<file path="config.mk">
export PLATFORM = sky130hd
export DESIGN_NAME = sugar_field_flat
export DESIGN_NICKNAME = d
export VERILOG_FILES = /design/src/rtl/sugar_field_if.sv /design/src/rtl/sugar_field.sv /design/src/flat_wrapper.sv
export SDC_FILE = /design/constraint.sdc
export NUM_CORES = 1
export LEC_CHECK = 0
export BUFFER_PORTS_ARGS = -buffer_cell sky130_fd_sc_hd__buf_2
export CAP_MARGIN = 30
export CORE_MARGIN = 2
export CORE_UTILIZATION = 59
export CTS_BUF_LIST = sky130_fd_sc_hd__clkbuf_4
export DETAILED_ROUTE_END_ITERATION = 16
export PLACE_DENSITY = 0.79
export SLEW_MARGIN = 20
export SYNTH_ARGS = -nofsm -noshare
export SYNTH_HDL_FRONTEND = slang
export SYNTH_SLANG_ARGS = --single-unit
</file>
<file path="constraint.sdc">
create_clock -name Clk -period 5.3 [get_ports Clk]
set_input_delay 1.06 -clock Clk [delete_from_list [all_inputs] [get_ports Clk]]
set_output_delay 1.06 -clock Clk [all_outputs]
set_load 0.02 [all_outputs]
</file>
<file path="src/rtl/sugar_field_if.sv">
// Bundle of the sugar field's setup, draw, collision and take signals.
// Latency: none (wires only); the take response fields are registered inside sugar_field.
// Backpressure: none; take_req is accepted every run-phase cycle and acked one cycle later.
//
// Ports/modports:
//   master - setup/placement logic plus ant pipeline: drives placement, probe and take_req.
//   slave  - sugar_field: drives placeSugar, collision, hit_idx, take_* and total_empty.
interface sugar_field_if #(
    parameter int IDX_BITS = 2,
    parameter int AMT_BITS = 8,
    parameter int X_BITS   = 10,
    parameter int Y_BITS   = 10
);
    logic                SETUP_PHASE;
    logic                SET;
    logic [IDX_BITS-1:0] set_idx;
    logic [X_BITS-1:0]   in_x;
    logic [Y_BITS-1:0]   in_y;
    logic [AMT_BITS-1:0] in_amt;
    logic [X_BITS-1:0]   writeLoc_x;
    logic [Y_BITS-1:0]   writeLoc_y;
    logic [X_BITS-1:0]   collide_x;
    logic [Y_BITS-1:0]   collide_y;
    logic                take_req;
    logic                placeSugar;
    logic                collision;
    logic [IDX_BITS-1:0] hit_idx;
    logic                take_ack;
    logic                take_ok;
    logic [IDX_BITS-1:0] take_idx;
    logic                total_empty;

    modport master (
        output SETUP_PHASE, SET, set_idx, in_x, in_y, in_amt,
        output writeLoc_x, writeLoc_y, collide_x, collide_y, take_req,
        input  placeSugar, collision, hit_idx, take_ack, take_ok, take_idx, total_empty
    );

    modport slave (
        input  SETUP_PHASE, SET, set_idx, in_x, in_y, in_amt,
        input  writeLoc_x, writeLoc_y, collide_x, collide_y, take_req,
        output placeSugar, collision, hit_idx, take_ack, take_ok, take_idx, total_empty
    );
endinterface

</file>
<file path="src/rtl/sugar_field.sv">
// Field of N_PATCHES square sugar patches with finite stock: collision/draw queries and a take handshake.
// Latency: placeSugar/collision/hit_idx combinational; take_ack/ok/idx and total_empty one cycle after the request.
// Backpressure: none; every run-phase take_req is acknowledged, back-to-back requests allowed.
//
// Ports: Clk, RESET (async, active-high), bus (sugar_field_if.slave).
// Optional feature: define SUGAR_REGROW_EN to build the periodic regrowth counter (REGROW_PERIOD).
module sugar_field #(
    parameter int N_PATCHES     = 4,
    parameter int IDX_BITS      = 2,
    parameter int AMT_BITS      = 8,
    parameter int RADIUS        = 8,
    parameter int REGROW_PERIOD = 1024,
    parameter int X_BITS        = 10,
    parameter int Y_BITS        = 10
) (
    input  logic          Clk,
    input  logic          RESET,
    sugar_field_if.slave  bus
);
    localparam int IDX_EXP = (N_PATCHES > 1) ? $clog2(N_PATCHES) : 1;

    if (IDX_BITS != IDX_EXP || REGROW_PERIOD < 1) begin : g_param_check
        $error("sugar_field: IDX_BITS must equal clog2(N_PATCHES) (min 1) and REGROW_PERIOD >= 1");
    end

    localparam logic [X_BITS-1:0]   RAD_X   = X_BITS'(RADIUS);
    localparam logic [Y_BITS-1:0]   RAD_Y   = Y_BITS'(RADIUS);
    localparam logic [AMT_BITS-1:0] AMT_MAX = '1;

    logic [X_BITS-1:0]   x_q   [N_PATCHES];
    logic [Y_BITS-1:0]   y_q   [N_PATCHES];
    logic [AMT_BITS-1:0] amt_q [N_PATCHES];
    logic [X_BITS-1:0]   x_d   [N_PATCHES];
    logic [Y_BITS-1:0]   y_d   [N_PATCHES];
    logic [AMT_BITS-1:0] amt_d [N_PATCHES];

    logic                take_ack_q, take_ok_q, total_empty_q;
    logic [IDX_BITS-1:0] take_idx_q;
    logic                total_empty_d;

    logic                coll, place;
    logic [IDX_BITS-1:0] hit;
    logic                take_acc, take_hit, tick;

    // Unsigned distance test without wrap: the smaller value is always subtracted from the larger.
    function automatic logic near_x(input logic [X_BITS-1:0] a, input logic [X_BITS-1:0] b);
        logic [X_BITS-1:0] d;
        d = (a >= b) ? a - b : b - a;
        return d <= RAD_X;
    endfunction

    function automatic logic near_y(input logic [Y_BITS-1:0] a, input logic [Y_BITS-1:0] b);
        logic [Y_BITS-1:0] d;
        d = (a >= b) ? a - b : b - a;
        return d <= RAD_Y;
    endfunction

    // Walk slots from highest to lowest so the lowest stocked overlapping slot ends up in hit.
    always_comb begin
        coll  = 1'b0;
        place = 1'b0;
        hit   = '0;
        for (int i = N_PATCHES - 1; i >= 0; i--) begin
            if (amt_q[i] != '0) begin
                if (near_x(x_q[i], bus.collide_x) && near_y(y_q[i], bus.collide_y)) begin
                    coll = 1'b1;
                    hit  = IDX_BITS'(i);
                end
                if (near_x(x_q[i], bus.writeLoc_x) && near_y(y_q[i], bus.writeLoc_y)) begin
                    place = 1'b1;
                end
            end
        end
    end

    assign take_acc = !bus.SETUP_PHASE && bus.take_req;
    assign take_hit = take_acc && coll;

`ifdef SUGAR_REGROW_EN
    localparam int CNT_BITS = (REGROW_PERIOD > 1) ? $clog2(REGROW_PERIOD) : 1;
    localparam logic [CNT_BITS-1:0] CNT_LAST = CNT_BITS'(REGROW_PERIOD - 1);

    logic [CNT_BITS-1:0] cnt_q, cnt_d;

    // Counter only advances in run phase, so setup holds regrowth off.
    always_comb begin
        cnt_d = cnt_q;
        tick  = 1'b0;
        if (!bus.SETUP_PHASE) begin
            tick  = (cnt_q == CNT_LAST);
            cnt_d = tick ? '0 : cnt_q + 1'b1;
        end
    end

    always_ff @(posedge Clk or posedge RESET) begin
        if (RESET) cnt_q <= '0;
        else       cnt_q <= cnt_d;
    end
`else
    assign tick = 1'b0;
`endif

    // Regrowth applied first, then the debit: a tick and a take on the same slot cancel out.
    always_comb begin
        for (int i = 0; i < N_PATCHES; i++) begin
            x_d[i]   = x_q[i];
            y_d[i]   = y_q[i];
            amt_d[i] = amt_q[i];
            if (tick && amt_q[i] != '0 && amt_q[i] != AMT_MAX) amt_d[i] = amt_q[i] + 1'b1;
            if (take_hit && hit == IDX_BITS'(i))              amt_d[i] = amt_d[i] - 1'b1;
        end
        if (bus.SETUP_PHASE && bus.SET) begin
            x_d[bus.set_idx]   = bus.in_x;
            y_d[bus.set_idx]   = bus.in_y;
            amt_d[bus.set_idx] = bus.in_amt;
        end
        total_empty_d = 1'b1;
        for (int i = 0; i < N_PATCHES; i++) begin
            if (amt_d[i] != '0) total_empty_d = 1'b0;
        end
    end

    always_ff @(posedge Clk or posedge RESET) begin
        if (RESET) begin
            for (int i = 0; i < N_PATCHES; i++) begin
                x_q[i]   <= '0;
                y_q[i]   <= '0;
                amt_q[i] <= '0;
            end
            take_ack_q    <= 1'b0;
            take_ok_q     <= 1'b0;
            take_idx_q    <= '0;
            total_empty_q <= 1'b1;
        end else begin
            for (int i = 0; i < N_PATCHES; i++) begin
                x_q[i]   <= x_d[i];
                y_q[i]   <= y_d[i];
                amt_q[i] <= amt_d[i];
            end
            take_ack_q    <= take_acc;
            take_ok_q     <= take_hit;
            take_idx_q    <= take_hit ? hit : '0;
            total_empty_q <= total_empty_d;
        end
    end

    assign bus.placeSugar  = place;
    assign bus.collision   = coll;
    assign bus.hit_idx     = hit;
    assign bus.take_ack    = take_ack_q;
    assign bus.take_ok     = take_ok_q;
    assign bus.take_idx    = take_idx_q;
    assign bus.total_empty = total_empty_q;
endmodule

</file>
<file path="src/flat_wrapper.sv">
// flat-port wrapper written by rule: the top's interface ports become plain ports
module sugar_field_flat 
#(
    parameter int N_PATCHES     = 4,
    parameter int IDX_BITS      = 2,
    parameter int AMT_BITS      = 8,
    parameter int RADIUS        = 8,
    parameter int REGROW_PERIOD = 1024,
    parameter int X_BITS        = 10,
    parameter int Y_BITS        = 10
)
  (Clk, RESET, bus_SETUP_PHASE, bus_SET, bus_set_idx, bus_in_x, bus_in_y, bus_in_amt, bus_writeLoc_x, bus_writeLoc_y, bus_collide_x, bus_collide_y, bus_take_req, bus_placeSugar, bus_collision, bus_hit_idx, bus_take_ack, bus_take_ok, bus_take_idx, bus_total_empty);
  sugar_field_if #(.IDX_BITS(IDX_BITS), .AMT_BITS(AMT_BITS), .X_BITS(X_BITS), .Y_BITS(Y_BITS)) bus_i ();
  input  logic Clk;
  input  logic RESET;
  input wire logic [$bits(bus_i.SETUP_PHASE)-1:0] bus_SETUP_PHASE;
  input wire logic [$bits(bus_i.SET)-1:0] bus_SET;
  input wire logic [$bits(bus_i.set_idx)-1:0] bus_set_idx;
  input wire logic [$bits(bus_i.in_x)-1:0] bus_in_x;
  input wire logic [$bits(bus_i.in_y)-1:0] bus_in_y;
  input wire logic [$bits(bus_i.in_amt)-1:0] bus_in_amt;
  input wire logic [$bits(bus_i.writeLoc_x)-1:0] bus_writeLoc_x;
  input wire logic [$bits(bus_i.writeLoc_y)-1:0] bus_writeLoc_y;
  input wire logic [$bits(bus_i.collide_x)-1:0] bus_collide_x;
  input wire logic [$bits(bus_i.collide_y)-1:0] bus_collide_y;
  input wire logic [$bits(bus_i.take_req)-1:0] bus_take_req;
  output wire logic [$bits(bus_i.placeSugar)-1:0] bus_placeSugar;
  output wire logic [$bits(bus_i.collision)-1:0] bus_collision;
  output wire logic [$bits(bus_i.hit_idx)-1:0] bus_hit_idx;
  output wire logic [$bits(bus_i.take_ack)-1:0] bus_take_ack;
  output wire logic [$bits(bus_i.take_ok)-1:0] bus_take_ok;
  output wire logic [$bits(bus_i.take_idx)-1:0] bus_take_idx;
  output wire logic [$bits(bus_i.total_empty)-1:0] bus_total_empty;
  assign bus_i.SETUP_PHASE = bus_SETUP_PHASE;
  assign bus_i.SET = bus_SET;
  assign bus_i.set_idx = bus_set_idx;
  assign bus_i.in_x = bus_in_x;
  assign bus_i.in_y = bus_in_y;
  assign bus_i.in_amt = bus_in_amt;
  assign bus_i.writeLoc_x = bus_writeLoc_x;
  assign bus_i.writeLoc_y = bus_writeLoc_y;
  assign bus_i.collide_x = bus_collide_x;
  assign bus_i.collide_y = bus_collide_y;
  assign bus_i.take_req = bus_take_req;
  assign bus_placeSugar = bus_i.placeSugar;
  assign bus_collision = bus_i.collision;
  assign bus_hit_idx = bus_i.hit_idx;
  assign bus_take_ack = bus_i.take_ack;
  assign bus_take_ok = bus_i.take_ok;
  assign bus_take_idx = bus_i.take_idx;
  assign bus_total_empty = bus_i.total_empty;
  sugar_field #(.N_PATCHES(N_PATCHES), .IDX_BITS(IDX_BITS), .AMT_BITS(AMT_BITS), .RADIUS(RADIUS), .REGROW_PERIOD(REGROW_PERIOD), .X_BITS(X_BITS), .Y_BITS(Y_BITS)) u_core (.Clk(Clk), .RESET(RESET), .bus(bus_i));
endmodule
</file>
# Word level (Yosys, flattened, before mapping)
# Cells that the tools add are included.
[totals]
ff_bits = 117
in_bits = 75
output_inout_bits = 9
word_cells = 173
[op_classes]
n_addsub = 36
magnitude_cmp = 34
n_eq_ne = 3
muxes = 57
bitwise_logic = 1
reduce_logical = 26
[op_table]
columns = ["op", "n"]
rows = [
  ["10-bit subtractor", 32],
  ["10-bit 2-to-1 mux", 17],
  ["10-bit >= comparator", 16],
  ["10-bit by 4-bit less-or-equal comparator with 1-bit output, second input constant", 16],
  ["40-bit bitwise mux", 2],
  ["8-bit nonzero test", 8],
  ["8-bit 2-to-1 mux", 5],
  ["32-bit bitwise mux", 1],
  ["32-bit 2-to-1 mux", 1],
  ["8-bit by 1-bit subtractor with 8-bit output, second input constant", 4],
  ["10-bit demux with 2-bit select", 1],
  ["1-bit 2-to-1 mux", 20],
  ["2-bit 2-to-1 mux", 9],
  ["8-bit demux with 2-bit select", 1],
  ["1-bit logical AND", 16],
  ["2-bit equality test, second input constant", 2],
  ["3-bit >= comparator, second input constant", 1],
  ["3-bit by 1-bit < comparator with 1-bit output, second input constant", 1],
  ["2-bit inverter with 3-bit output", 1],
  ["2-bit by 1-bit equality test with 1-bit output, second input constant", 1],
  ["2-bit zero test", 1],
  ["1-bit zero test", 1],
]

# Logic depth before layout (Yosys ltp)
# Gate-level depths: netlist (run 1).
[depth]
depth_word = 22
mapped_depth = 20
mapped_depth_nobuf = 16

# Least setup slack after synthesis (run 1)
# No wires, ideal clock.
[synth_path]
kind = "input to output"
start = "input port bus_writeLoc_y[1]"
end = "output port bus_placeSugar"
t_arrival_ps = 4658
required_ps = 4240
slack_ps = -418
cell_stages = 16
path_buffers = 0
path_cell_list = "inv_1 -> ha_1 -> nor2b_1 -> o31a_1 -> o21ai_0 -> a21oi_1 -> o311a_1 -> nor2_1 -> mux2_2 -> a21oi_1 -> a2bb2oi_1 -> xnor2_1 -> nand2_1 -> a2111o_1 -> or4_1 -> nand4_1"
[synth_via]
elab_chain_cells = 12
word_cells_on_any_way = 32
cone_classes = "8 x add/sub; 8 x order compare; 12 x mux; 4 x reduce/logical"
[synth_rtl]
columns = ["item", "line", "text"]
rows = [
  ["from (decl)", "flat_wrapper.sv:23", "input wire logic [$bits(bus_i.writeLoc_y)-1:0] bus_writeLoc_y;"],
  ["10-bit subtractor / 10-bit >= comparator (equally long branches)", "sugar_field.sv:54", "d = (a >= b) ? a - b : b - a;"],
  ["10-bit 2-to-1 mux", "sugar_field.sv:54", ""],
  ["10-bit by 4-bit less-or-equal comparator with 1-bit output", "sugar_field.sv:55", "return d <= RAD_Y;"],
  ["1-bit logical AND", "sugar_field.sv:69", "if (near_x(x_q[i], bus.writeLoc_x) && near_y(y_q[i], bus.writeLoc_y)) begin"],
  ["1-bit 2-to-1 mux", "sugar_field.sv:69", ""],
  ["1-bit 2-to-1 mux", "sugar_field.sv:64", "if (amt_q[i] != '0) begin"],
  ["1-bit 2-to-1 mux", "sugar_field.sv:69", ""],
  ["1-bit 2-to-1 mux", "sugar_field.sv:64", ""],
  ["1-bit 2-to-1 mux", "sugar_field.sv:69", ""],
  ["1-bit 2-to-1 mux", "sugar_field.sv:64", ""],
  ["1-bit 2-to-1 mux", "sugar_field.sv:69", ""],
  ["1-bit 2-to-1 mux *", "sugar_field.sv:64", ""],
  ["to (decl)", "flat_wrapper.sv:27", "output wire logic [$bits(bus_i.placeSugar)-1:0] bus_placeSugar;"],
]
# Mark *: on every way between the ends. The rest lies on a longest branch, timed or not.

# Worst setup path in the final report (run 1)
# Ends and elaborated chain as after synthesis.

==> reports/metrics.cfg, run 1 <==
[grt]
grt_overflow=0
antenna_found_initial=2
grt_max_degree=52
grt_pass1_vias=20100
grt_usage=0.451
grt_pass1_wl_um=108000

[critical_path]
r2r-start=u_core.x_q[30]
crit_chain=buf_4 -> clkinvlp_4 -> ha_4 -> nor2b_1 -> o21ai_1 -> a21oi_1 -> o21ai_1 -> a21boi_1 -> o31a_1 -> buf_4 -> a31oi_4 -> mux2_2 -> a41oi_1 -> mux2i_1 -> nor2_1 -> nand4_1 -> or4_4 -> nand4_1 -> buf_4
cp_data_required_time_ns=4.24
slowest_delay_ns=0.53
slowest_stage=or4_4
worstSetupPathType=in -> out
cp.arrival_ns=4.81
cp-startpoint=bus_writeLoc_y[1]
cpMostUsedCell=buf_4
critPathMaxFanout=4
cp-start-kind=input port
endpoint_kind=primary output
r2r-end=u_core.bus.total_empty
r2r_setup_slack_ns=0.16
r2r_cells=19

[timing]
fin_skew_ns=0.0382
setup_viol=4
rsz0062_at_grt=yes
final.period_utilization=1.11
tightest_slew_ns=0.981
report.final.slew_viol_count=0
period_needed_ns=5.87
slew_headroom=0.341
hold_violations=0
fmax_mhz=170
finalWorstSetupSlack_ns=-0.566

[power_and_ir_drop]
pwr_density_cell_mw_per_mm2=331
p_sw_frac=0.472
p_int_uw=4250
p_clk_frac=0.093
p_switching_uw=3800
ir_drop_uv=244
pwr-share-seq=0.161
p_comb_frac=0.746
power_leakage_uw=0.0117
finalPower_uw=8050

[placed_design]
portBuffers=83
dp_cells=3127
place_congestion=1.05
dpl_cell_area_mm2=0.0221
hpwl_um=53700

[synth]
synth_nets=2605
ys_async_sr_fraction=1.00
yosysSeqAreaShare=0.167
syn_area_per_cell_um2=7.89
syn_inst=2219
synth_warnings=0
yosys_most_used_dff=dfrtp_1
ys_ff_latch=117
synth.distinct_cells=104
syn_area_mm2=0.0175
synth_edf_count=0

[run_status]
violations=negative setup slack
outcome=finished with violations

[floorplan]
fp-row-count=63
dieHeight_um=176
start_util=0.595
die_area_mm2=0.0311
die-width_um=176
core_mm2=0.0294
io_pins=84

[layout]
drive_gt1_frac=0.333
final_core_util=0.827
stdcell_count=3242
syn2layout_area_growth_pct=38.9
final_nets=3222
stdcell_area_mm2=0.0243

[detailed_routing]
wl_per_cell_um=22.6
drtIter0Drc=2229
via_per_inst=6.45
vias=20900
drt_wl_total_um=73300
antenna_left=0
first_pass_iters=7
drc=0

[clock_network]
cts_max_path_buffers=2
clk_pin_slew_worst_paths_ns=0.15
cts_sinks=117
cts_tree=done
cts.root.buffer_cell=clkbuf_4
ctsHtreeMaxLevel=4
clkLatencyLatePin_ns=0.65
cts_buffers=17

[run]
cap_violations=0

[min_path]
hp-class=in -> async

-- Yosys cell counts, types with 15 or more instances --
cell	number	area [µm²]
nand3_1	33	165
or2_2	15	93.8
and3_1	19	119
nor4_1	19	119
o31ai_1	15	113
nor3_1	59	295
mux2_2	19	214
o21a_1	43	323
a21o_1	46	345
ha_1	311	3890
nand2_1	201	754
mux2i_1	48	480
nand2b_1	35	219
a211oi_1	35	263
o31a_1	17	149
a31oi_1	30	188
nand4_1	35	219
inv_1	194	728
a211o_1	15	131
and2_1	18	113
o21bai_1	15	113
o211ai_1	19	143
o21ai_0	179	896
dfrtp_1	116	2900
or3_1	25	156
a21oi_1	118	591
clkbuf_1	41	154
nor2b_1	34	213
nor2_1	144	541
xor2_1	25	219
xnor2_1	54	473
or4_1	15	113
-- per-layer routing --
metal / wire length [µm] / GRT usage / vias up
li1: - / - / 9346
met1: 27500 / 0.561 / 9836
met2: 32100 / 0.701 / 1346
met3: 8480 / 0.110 / 382
met4: 5150 / 0.284 / 0
met5: 0 / 0 / -
-- kinds of logic (layout without fill, tap and decap cells) --
kind of cell,count (synthesis),count (layout),share of synthesized area
AND/OR/NAND/NOR,702,702,0.204
AO/OA/AOI/OAI,684,684,0.267
adder cells (fa/ha/maj),311,311,0.222
buffers and inverters,256,886,0.0573
flip-flops,117,117,0.167
XOR/XNOR,79,79,0.0395
multiplexers,70,70,0.0425
other,0,3,0
-- per-stage QoR --
step | hold WS [ns] | setup TNS [ns] | setup WS (ns)
after floorplan | 0.476 | -0.00175 | -0.00175
after global placement | 0.538 | -2.18 | -0.765
after detailed placement | 0.556 | -3.28 | -0.849
after CTS | 0.509 | -0.421 | -0.414
after global routing | 0.553 | -1.65 | -0.711
final | 0.514 | -0.662 | -0.566
-- cell usage in the layout (no fill, tap or decap), types with 31 or more instances in the layout --
cell type / instances
a21o_1: 45
a21oi_1: 108
buf_2: 72
buf_4: 550
dfrtp_1: 116
ha_1: 278
ha_4: 31
inv_1: 178
mux2i_1: 41
nand2_1: 196
nand2b_1: 35
nand3_1: 31
nand4_1: 35
nor2_1: 135
nor3_1: 51
o21a_1: 43
o21ai_0: 159
xnor2_1: 52
-- state kept, by name (all words and copies together) (netlist names) --
name                    flops
u_core.amt_q               32
u_core.bus.take_ack         1
u_core.bus.take_idx         2
u_core.bus.take_ok          1
u_core.bus.total_empty      1
u_core.x_q                 40
u_core.y_q                 40
-- power groups by stage --
stage | registers, µW | logic (µW) | clock network (µW)
CTS | 1270 | 5500 | 734
floorplan | 1200 | 3190 | 0
detailed placement | 1270 | 5140 | 0
finish | 1300 | 6000 | 748
global route | 1310 | 6430 | 771
global placement | 1260 | 5000 | 0
-- worst max-delay path: cells and delay by family --
kind	cells	cell delay, ns
AOI/OAI and AO/OA	7	1.39
adders and majority gates	1	0.24
buffers and inverters	4	0.55
muxes	2	0.50
and+or+nand+nor	5	1.04
-- worst max path at each step --
stage	endpoint	slack, ns
after floorplan	u_core.bus.total_empty	-0.002
after global placement	bus_placeSugar	-0.77
after detailed placement	bus_placeSugar	-0.85
after CTS	bus_placeSugar	-0.41
after global routing	bus_placeSugar	-0.71
final	bus_placeSugar	-0.57
-- layout make-up --
type | instances | area [µm²]
tap | 390 | 488
clock inverter | 15 | 154
multi-input combinational | 1846 | 14800
inverter | 194 | 763
clock buffer | 17 | 128
fill | 1799 | 5080
antenna | 3 | 7.51
sequential | 117 | 2930
timing repair buffer | 660 | 5010
-- timing repair --
item,in CTS,in global routing
setup endpoints to repair,5,5
pin swaps,81,100
hold buffers,0,0
buffers inserted,56,30
resized for setup,128,129
cloned,1,0
(Power assumes the default switching activity.)
==> run 2, diff against run 1 <==
--- a/config.mk
+++ b/config.mk
@@ -12,6 +12,7 @@
 export CTS_BUF_LIST = sky130_fd_sc_hd__clkbuf_4
 export DETAILED_ROUTE_END_ITERATION = 16
 export PLACE_DENSITY = 0.79
+export REMOVE_ABC_BUFFERS = 1
 export SLEW_MARGIN = 20
 export SYNTH_ARGS = -nofsm -noshare
 export SYNTH_HDL_FRONTEND = slang
==> reports/metrics.cfg, run 2 (synthesized netlist as in run 1, its figures left out) <==
[run_status]
outcome=finished with violations
violations=negative setup slack

[clock_network]
cts.root.buffer_cell=clkbuf_4
cts_hold_buf=0  ; unchanged
cts_sinks=117  ; unchanged
cts_tree=done
cts_buffers=17  ; unchanged
clk_pin_slew_worst_paths_ns=0.14  ; about the same
clkLatencyLatePin_ns=0.63  ; -0.02 ns
cts_max_path_buffers=2  ; unchanged
ctsHtreeMaxLevel=4  ; unchanged

[layout]
stdcell_count=3284  ; +1.3%
syn2layout_area_growth_pct=39.8
drive_gt1_frac=0.340  ; +0.00682
reg_top3=u_core.x_q (40), u_core.y_q (40), u_core.amt_q (32)
mostFrequentLayoutCell=buf_4
final_nets=3262  ; +1.2%
layout_common_cells=593 x buf_4, 288 x ha_1, 198 x nand2_1

[timing]
final.period_utilization=1.08  ; -0.0282
setup_viol=5  ; +1
slew_headroom=0.332  ; -0.00862
report.final.slew_viol_count=0  ; unchanged
rsz0062_at_grt=yes
tightest_slew_ns=0.994  ; +0.0128 ns
finalWorstSetupSlack_ns=-0.417  ; +0.149 ns
fin_skew_ns=0.0221  ; -0.0160 ns
hold_violations=0  ; unchanged
fmax_mhz=175  ; +2.6%
period_needed_ns=5.72  ; -0.149 ns

[detailed_routing]
drc=0  ; unchanged
first_pass_iters=6  ; -1
antenna_left=0  ; unchanged
vias=21100  ; +0.69%
wl_per_cell_um=22.4  ; -1.1%
drt_wl_total_um=73400  ; +0.16%
via_per_inst=6.41  ; -0.60%
drtIter0Drc=2196  ; -1.5%

[critical_path]
critPathMaxFanout=5  ; +1
cp.arrival_ns=4.66  ; -0.15 ns
cp-start-kind=input port
crit_chain=buf_8 -> inv_4 -> ha_1 -> nor2b_1 -> o21a_1 -> o21ai_2 -> a21boi_1 -> o21a_1 -> o31a_1 -> buf_4 -> buf_4 -> o31ai_2 -> a31oi_1 -> mux2_2 -> a31o_4 -> nand3_1 -> or4_1 -> nand4_1 -> buf_6
slowest_stage=or4_1
endpoint_kind=primary output
worstSetupPathType=in -> out
cp_data_required_time_ns=4.24  ; about the same
r2r_cells=23  ; +4
crit_buf_inv=5  ; +1
cp_num_cells=19  ; unchanged
crit_family=compound AO/OA/AOI/OAI gates
slowest_delay_ns=0.51  ; -0.02 ns

[grt]
antenna_found_initial=4  ; +2
grt_pass1_wl_um=109000  ; +1.2%
grt_usage=0.455  ; +0.00399
grt_overflow=0  ; unchanged
grt_pass1_vias=20500  ; +2.0%
grt_max_degree=52  ; unchanged

[placed_design]
hpwl_um=54400  ; +1.3%
portBuffers=83  ; unchanged
place_congestion=1.04  ; -0.80%
dp_cells=3169  ; +1.3%

[power_and_ir_drop]
p_int_uw=4310  ; +1.3%
pwr_density_cell_mw_per_mm2=331  ; about the same
p_comb_frac=0.750  ; +0.004
power_leakage_uw=0.0119  ; +1.7%
p_sw_frac=0.468  ; -0.00400
pwr-share-seq=0.159  ; -0.002
p_clk_frac=0.091  ; -0.002
p_switching_uw=3790  ; -0.32%
ir_drop_uv=207  ; -15%
finalPower_uw=8090  ; +0.53%

[floorplan]
die_area_mm2=0.0311  ; unchanged
io_pins=84  ; unchanged
start_util=0.595  ; unchanged
dieHeight_um=176  ; unchanged
core_mm2=0.0294  ; unchanged
fp-row-count=63  ; unchanged
die-width_um=176  ; unchanged

[min_path]
hp-class=in -> async

[run]
cap_violations=0  ; unchanged

[run 2: cell count changes in the layout (fill, tap and decap cells not counted), sizes merged]
cell,change
inv,-4
clkbuf,+2
buf,+40
diode,+2
clkinv,+2
[run 2: metrics by stage]
stage / cell area, µm² / setup slack [ns] / hold slack (ns) / setup TNS, ns / utilization
after floorplan: 17200 / -0.446 / 0.476 / -1.15 / -
after global placement: 22200 / -0.910 / 0.549 / -2.38 / 0.756
after detailed placement: 22200 / -0.989 / 0.558 / -2.81 / 0.756
after CTS: 23900 / -0.376 / 0.398 / -0.605 / 0.814
after global routing: 24500 / -0.567 / 0.433 / -1.76 / 0.832
final: 24500 / -0.417 / 0.407 / -1.26 / 0.832
[run 2: worst paths after layout]
kind,startpoint,to,slack [ns]
worst max register to register,u_core.y_q[31],u_core.bus.total_empty,0.18
max in group asynchronous,RESET,u_core.x_q[31],3.77
worst max-delay path,bus_writeLoc_x[1],bus_placeSugar,-0.42
worst min-delay path,RESET,u_core.y_q[31],0.41
worst min register to register,u_core.amt_q[15],u_core.amt_q[15],0.59
min in group Clk,u_core.amt_q[15],u_core.amt_q[15],0.59
[run 2: layer usage]
layer | routed length (µm) | up-vias | part of all wire | global-route usage
met3 | 8030 | 398 | 0.11 | 0.117
met4 | 5650 | 4 | 0.077 | 0.287
met1 | 27700 | 9902 | 0.38 | 0.553
met5 | 23 | - | 0.00031 | 0
met2 | 32000 | 1323 | 0.44 | 0.718
li1 | - | 9427 | - | -
[run 2: layout make-up]
type | instances | area (µm²)
well taps | 390 | 488
fillers | 1802 | 4930
diodes | 5 | 12.5
clock buffers | 19 | 143
repair buffers | 700 | 5280
clock inverters | 13 | 150
flip-flops and latches | 117 | 2930
inverters | 194 | 778
multi-input cells | 1846 | 14700
[run 2: timing repair]
action | CTS | global route
cloned | 1 | 0
endpoints found under the hold margin | 0 | 0
pin swaps | 112 | 61
setup endpoints to repair | 5 | 5
buffers inserted | 60 | 19
resized for setup | 210 | 77
[run 2: power groups by stage]
stage / logic, µW / clock network [µW] / registers [µW]
after floorplan: 3100 / 0 / 1190
after global routing: 6490 / 764 / 1290
after detailed placement: 5210 / 0 / 1270
after CTS: 5670 / 732 / 1260
final: 6070 / 737 / 1290
after global placement: 5040 / 0 / 1260
